==> config.mk <==
export PLATFORM = sky130hd
export DESIGN_NAME = tlb_wr_ctrl
export DESIGN_NICKNAME = d
export VERILOG_FILES = /design/src/rtl/tlb_wr_ctrl.sv
export SDC_FILE = /design/constraint.sdc
export NUM_CORES = 1
export LEC_CHECK = 0
export CAP_MARGIN = 5
export CORE_AREA = 2 2 177 179
export CTS_BUF_LIST = sky130_fd_sc_hd__clkbuf_4
export DETAILED_ROUTE_END_ITERATION = 7
export DIE_AREA = 0 0 179 181
export PLACE_DENSITY = 0.57
export SYNTH_ARGS = -nofsm -noshare
export SYNTH_HDL_FRONTEND = slang
export SYNTH_SLANG_ARGS = --single-unit
==> constraint.sdc <==
create_clock -name clk -period 2.9 [get_ports clk]
set_clock_uncertainty 0.2 [all_clocks]
set_input_delay 0.87 -clock clk [delete_from_list [all_inputs] [get_ports clk]]
set_output_delay 0.87 -clock clk [all_outputs]
set_load 0.02 [all_outputs]
==> src/rtl/tlb_wr_ctrl.sv <==
// tlb_wr_ctrl: single write port arbiter for the TLB RAM.
// It serves software writes, walker fills and invalidate-all sweeps.
module tlb_wr_ctrl #(
    parameter int TLB_ASSOC   = 4,
    parameter int TLB_ENTRIES = 1024,
    parameter int ENTRY_W     = $clog2(TLB_ENTRIES)
) (
    input  logic                 clk,
    input  logic                 rst,
    input  logic                 sw_req,
    input  logic [127:0]         sw_entry,
    input  logic [15:0]          sw_entry_no,
    input  logic [7:0]           sw_way,
    output logic                 sw_ack,
    output logic                 sw_err,
    input  logic                 fill_req,
    input  logic [127:0]         fill_entry,
    input  logic [ENTRY_W-1:0]   fill_idx,
    output logic                 fill_ack,
    output logic [7:0]           fill_way,
    input  logic                 inv_req,
    output logic                 inv_done,
    output logic                 wr_en,
    output logic [TLB_ASSOC-1:0] wr_way,
    output logic [ENTRY_W-1:0]   wr_adr,
    output logic [127:0]         wr_dat,
    output logic                 busy
);
    localparam int VW = $clog2(TLB_ASSOC);
    typedef enum logic [1:0] {IDLE, WRITE, SWEEP, DONE} state_t;
    state_t               r_state;
    logic [VW-1:0]        r_victim;
    logic                 r_rr;
    logic                 w_sw_err;
    logic                 w_gnt_sw;
    logic                 w_gnt_fill;
    logic [TLB_ASSOC-1:0] w_sw_oh;
    logic [TLB_ASSOC-1:0] w_fill_oh;
    assign w_sw_err   = 32'(sw_entry_no) >= TLB_ENTRIES || 32'(sw_way) >= TLB_ASSOC;
    // r_rr set means sw was granted last, so a contending fill wins next
    assign w_gnt_sw   = !inv_req && sw_req && (!fill_req || !r_rr);
    assign w_gnt_fill = !inv_req && fill_req && !w_gnt_sw;
    assign w_sw_oh    = TLB_ASSOC'(1) << sw_way;
    assign w_fill_oh  = TLB_ASSOC'(1) << r_victim;
    // wr_adr doubles as the sweep counter while in SWEEP
    always_ff @(posedge clk or negedge rst) begin
        if (!rst) begin
            r_state  <= IDLE;
            r_victim <= '0;
            r_rr     <= 1'b0;
            sw_ack   <= 1'b0;
            sw_err   <= 1'b0;
            fill_ack <= 1'b0;
            fill_way <= '0;
            inv_done <= 1'b0;
            wr_en    <= 1'b0;
            wr_way   <= '0;
            wr_adr   <= '0;
            wr_dat   <= '0;
            busy     <= 1'b0;
        end else begin
            sw_ack   <= 1'b0;
            sw_err   <= 1'b0;
            fill_ack <= 1'b0;
            fill_way <= '0;
            inv_done <= 1'b0;
            case (r_state)
                IDLE: begin
                    if (inv_req) begin
                        r_state <= SWEEP;
                        busy    <= 1'b1;
                        wr_en   <= 1'b1;
                        wr_way  <= '1;
                        wr_adr  <= '0;
                        wr_dat  <= '0;
                    end else if (w_gnt_sw) begin
                        r_state <= WRITE;
                        busy    <= 1'b1;
                        r_rr    <= 1'b1;
                        sw_ack  <= 1'b1;
                        sw_err  <= w_sw_err;
                        wr_en   <= !w_sw_err;
                        wr_way  <= w_sw_err ? '0 : w_sw_oh;
                        wr_adr  <= w_sw_err ? '0 : sw_entry_no[ENTRY_W-1:0];
                        wr_dat  <= w_sw_err ? '0 : sw_entry;
                    end else if (w_gnt_fill) begin
                        r_state  <= WRITE;
                        busy     <= 1'b1;
                        r_rr     <= 1'b0;
                        fill_ack <= 1'b1;
                        fill_way <= 8'(r_victim);
                        r_victim <= r_victim == VW'(TLB_ASSOC - 1) ? '0 : r_victim + VW'(1);
                        wr_en    <= 1'b1;
                        wr_way   <= w_fill_oh;
                        wr_adr   <= fill_idx;
                        wr_dat   <= fill_entry;
                    end
                end
                WRITE: begin
                    r_state <= IDLE;
                    busy    <= 1'b0;
                    wr_en   <= 1'b0;
                    wr_way  <= '0;
                    wr_adr  <= '0;
                    wr_dat  <= '0;
                end
                SWEEP: begin
                    if (wr_adr == ENTRY_W'(TLB_ENTRIES - 1)) begin
                        r_state  <= DONE;
                        inv_done <= 1'b1;
                        wr_en    <= 1'b0;
                        wr_way   <= '0;
                        wr_adr   <= '0;
                    end else begin
                        wr_adr <= wr_adr + ENTRY_W'(1);
                    end
                end
                DONE: begin
                    r_state <= IDLE;
                    busy    <= 1'b0;
                end
                default: r_state <= IDLE;
            endcase
        end
    end
endmodule

== Word level (Yosys, flattened, before mapping) ==
Cells that the tools add are included.

* Register bits after elaboration: 161
* Latch bits: 0
* Memory bits (writable): 0
* Bits in read-only memories: 0
* Input port bits: 295
* Output and inout port bits: 156
* Word-level logic and storage cells: 101
* Memories kept: 0

* $add $sub $neg: 2
* $mul: 0
* Div/mod/pow operators: 0
* Magnitude comparators: 2
* Equality and inequality tests: 7
* Shift operators: 2
* Mux-type cells: 49
* Bitwise gates (word level): 2
* Reductions and logical operators: 24

{| class="wikitable"
|+ Operator list
! operator !! count
|-
| $mux W128 || 4
|-
| $pmux W128 S2 || 1
|-
| $mux W10 || 5
|-
| $pmux W10 S3 || 1
|-
| $mux W1 || 20
|-
| $mux W4 || 5
|-
| $mux W2 || 9
|-
| $ge A16 B11 Y1 const B || 1
|-
| $pmux W4 S3 || 1
|-
| $add A10 B1 Y10 const B || 1
|-
| $eq A10 B10 Y1 const B || 1
|-
| $ge A8 B3 Y1 const B || 1
|-
| $reduce_and A2 Y1 || 4
|-
| $shl A1 B8 Y4 const A || 1
|-
| $eq A2 B2 Y1 const B || 3
|-
| $pmux W2 S3 || 1
|-
| $reduce_and A3 Y1 || 2
|-
| $reduce_bool A2 Y1 || 3
|-
| $logic_not A1 Y1 || 5
|-
| $logic_and A1 B1 Y1 || 4
|-
| $ne A4 B4 Y1 const B || 1
|-
| $reduce_and A4 Y1 || 1
|-
| $shl A1 B2 Y4 const A || 1
|-
| $pmux W1 S3 || 1
|-
| other kinds (9) || 11
|}

== Depth between registers and ports, before layout ==
* Depth in word-level cells: 9
* Mapped depth: 9
* Mapped depth without buffers: 7

== Least setup slack after synthesis ==
Ideal clock, no wire load.

* Kind: input-to-reg
* Start point: input port sw_way[4]
* End point: register wr_dat[14]
* Data arrival time: 2.309 ns
* Data required time: 2.623 ns
* Setup slack: 0.315 ns
* Stages on the path: 7
* Cell sequence: nor4_2 -> and3_2 -> nor2_1 -> or4_4 -> buf_6 -> buf_6 -> o21ai_1

* Cells in the longest elaborated chain, start to end: 6

{| class="wikitable"
|+ RTL lines
! item !! RTL line !! RTL
|-
| from (decl) || 13 || <nowiki>input logic [7:0] sw_way,</nowiki>
|-
| $ge A8 B3 Y1 || 39 || <nowiki>assign w_sw_err = 32'(sw_entry_no) >= TLB_ENTRIES || 32'(sw_way) >= TLB_ASSOC;</nowiki>
|-
| $logic_or A1 B1 Y1 || 39 ||
|-
| $mux W128 || 85 || <nowiki>wr_dat <= w_sw_err ? '0 : sw_entry;</nowiki>
|-
| $mux W128 || 76 || <nowiki>end else if (w_gnt_sw) begin</nowiki>
|-
| $mux W128 || 69 || <nowiki>if (inv_req) begin</nowiki>
|-
| $pmux W128 S2 || 67 || <nowiki>case (r_state)</nowiki>
|-
| to (signal assigned) || 85 ||
|-
| to (signal assigned) || 96 || <nowiki>wr_dat <= fill_entry;</nowiki>
|-
| to (decl) || 26 || <nowiki>output logic [127:0] wr_dat,</nowiki>
|}

Every way passes these cells.
A chain may end at the register's enable or synchronous reset.

== Final worst setup path ==
* Start point: register wr_adr[2]
* End point: output port wr_adr[2]

{| class="wikitable"
|+ RTL lines
! item !! RTL line !! RTL
|-
| from (decl) || 25 || <nowiki>output logic [ENTRY_W-1:0] wr_adr,</nowiki>
|-
| from (signal assigned) || 84 || <nowiki>wr_adr <= w_sw_err ? '0 : sw_entry_no[ENTRY_W-1:0];</nowiki>
|-
| from (signal assigned) || 95 || <nowiki>wr_adr <= fill_idx;</nowiki>
|-
| from (signal assigned) || 115 || <nowiki>wr_adr <= wr_adr + ENTRY_W'(1);</nowiki>
|}

No word-level cell between the ends.

==> flow_summary.json <==
{
  "cp-start-kind": "flip-flop",
  "avgSynthCellArea_sq_um": 10.6,
  "fmax_mhz": 363,
  "met2_length_mm": 14.7,
  "reg2reg_slack_ps": 410,
  "synth_fa_ha_area_frac": 0.0158,
  "finalSetupViolCount": 0,
  "wl_per_cell_microns": 17.4,
  "path_delay_family": "buffers and inverters",
  "cts_tree": "yes",
  "synth-main-ff-cell": "dfrtp_1",
  "htree_num_levels": 4,
  "async_flop_share": 1.00,
  "dr.max_layer_used": "met4",
  "cts_resized": 0,
  "placed_cell_area_sq_mm": 0.0131,
  "grt_max_degree": 67,
  "final_max_slew_viol_count": 0,
  "drive_gt1_frac": 0.148,
  "grt_use_total": 0.172,
  "relSlewSlack": 0.606,
  "drtIter0Drc": 225,
  "die_w_microns": 179,
  "cts_sinks": 155,
  "final_common_cell": "clkdlybuf4s50_1",
  "syn-cell-area_sq_mm": 0.00793,
  "syn_inst": 750,
  "first_pass_iters": 4,
  "drt-met1-wl_mm": 11.3,
  "grt_pass1_vias": 7234,
  "seq_area_frac_synth": 0.489,
  "worstSetupPathType": "flip-flop to primary output",
  "numCtsBuffers": 17,
  "fin_crit_ps": 2750,
  "rr_endpoint": "wr_dat[78]",
  "nets": 1525,
  "post-route-util": 0.442,
  "dp.cells": 1597,
  "postCtsHoldBufs": 0,
  "nFillCells": 2922,
  "drc": 0,
  "antenna_left": 0,
  "synthMuxAreaShare": 0.162,
  "areaGrowthSynthToFinish_pct": 69.2,
  "ios": 451,
  "grt_pass1_wl_mm": 42.6,
  "required_ps": 1830,
  "core-area_sq_mm": 0.0303,
  "power.leakage_nw": 6.19,
  "viasPerCell": 4.45,
  "path_clk_slew_ps": 170,
  "stdcell_count": 1630,
  "status": "finished clean",
  "routed_wl_mm": 28.4,
  "power.total_mw": 10.1,
  "synth_edf_count": 0,
  "synth_xor_area_frac": 0,
  "power_density_mw_per_mm2": 753,
  "final_area_sq_mm": 0.0134,
  "wl_met3_mm": 2.10,
  "antenna_found_initial": 2,
  "worstReg2RegStart": "r_state[0]",
  "synth_top_family_by_area": "compound AO/OA/AOI/OAI gates",
  "dieArea_sq_mm": 0.0324,
  "overflow": 0,
  "fin_crit_sh": 0.950,
  "synth_compound_area_frac": 0.169,
  "rr_worst_depth": 6,
  "hold_path_class": "primary input to asynchronous set/reset pin",
  "synth_warnings": 0,
  "crit_arrival_ps": 1680,
  "dr_total_vias": 7251,
  "worst_path_max_delay_cell": "clkdlybuf4s50_1",
  "cap_violations": 0,
  "postCtsSetupBuffers": 0,
  "ys_ff_latch": 155,
  "yosys.cell_types.count": 48,
  "path_buf_inv": 1,
  "final_cell_mix": "clkdlybuf4s50_1 (443), dfrtp_1 (155), nand2_1 (146), mux2i_1 (128), o21ai_2 (81)",
  "cts-root-buf": "clkbuf_4",
  "fin_setup_tns_ps": 0,
  "die_h_microns": 181,
  "tightest_slew_ps": 586,
  "insertion_delay_ps": 550,
  "hold_violations": 0,
  "ir_worst_vdd_uv": 441,
  "rsz0062_at_grt": "false",
  "slowest_delay_ps": 670,
  "synthSimpleGateAreaFrac": 0.118,
  "dp_hpwl_mm": 22.5,
  "crit_path_end_kind": "primary output",
  "worstPathMaxFanout": 7,
  "portBuffers": 444,
  "place.gp.congestion": 0.792,
  "critical_path.cell_chain": "clkdlybuf4s50_1",
  "cts_buffer_depth": 2,
  "num_rows": 64,
  "start_util": 0.261
}
==> registers in the layout (all words and copies together), names as in the netlist, 2 cells and up <==
signal / cells
r_state: 2
fill_way: 2
r_victim: 2
wr_adr: 10
wr_dat: 128
wr_way: 4
==> routing by layer <==
metal,track usage,up-vias
met5,0,-
met4,0.0377,0
met3,0.0421,12
met2,0.309,243
met1,0.204,3424
li1,-,3572
==> cell usage after synthesis (all sizes together) (3+ instances only) <==
master | number | area share
nand2b | 5 | 0.0039
nor3 | 6 | 0.0038
and3 | 3 | 0.0025
nand3 | 10 | 0.0063
o31ai | 3 | 0.0028
nor2 | 14 | 0.0066
dfrtp | 155 | 0.49
ha | 10 | 0.016
mux2i | 128 | 0.16
a22o | 4 | 0.0044
buf | 32 | 0.032
o21ai | 148 | 0.13
clkbuf | 22 | 0.010
a21oi | 13 | 0.0082
or3 | 7 | 0.0055
nor4 | 6 | 0.0082
inv | 8 | 0.0038
nand4 | 3 | 0.0024
nand2 | 146 | 0.069
==> how the worst max path moves through the flow <==
stage,startpoint,to,slack (ps),depth (start not counted)
after floorplan,sw_way[4],wr_dat[14],310,7
after global placement,sw_way[4],wr_dat[86],-300,7
after detailed placement,sw_way[4],wr_dat[69],-320,7
after CTS,wr_adr[2],wr_adr[2],60,1
after global routing,wr_adr[2],wr_adr[2],2,1
final,wr_adr[2],wr_adr[2],150,1
==> cell families after synthesis <==
| kind of cell | after synthesis |
|---|---|
| buf+inv | 62 |
| other cells | 1 |
| flops | 155 |
| fa+ha+maj | 10 |
| compound gates | 185 |
| simple gates | 209 |
| mux | 128 |
==> through the flow <==
step | worst slack [ps] | hold WS, ps
2_1_floorplan | 315 | 307
3_3_place_gp | -297 | 260
3_5_place_dp | -319 | 264
4_1_cts | 63.7 | 4.95
5_1_grt | 1.60 | 36.4
6_report | 146 | 62.6
==> cell type report <==
type / count / area (sq um) / area share
diodes: 2 / 5.00 / 0.000373
clock buffers: 19 / 143 / 0.0106
clock inverters: 12 / 141 / 0.0105
inverters: 8 / 30.0 / 0.00224
multi-input cells: 538 / 3720 / 0.277
flip-flops and latches: 155 / 3880 / 0.289
well taps: 396 / 495 / 0.0369
repair buffers: 500 / 5000 / 0.373
==> power breakdown <==
part | switching (mW) | leakage [nW] | internal (mW) | total, mW
sequential | 0.461 | 2.09 | 2.87 | 3.33
combinational | 2.88 | 3.96 | 2.51 | 5.38
clock | 0.856 | 0.139 | 0.538 | 1.39
Power figures use the tool's default switching activity.
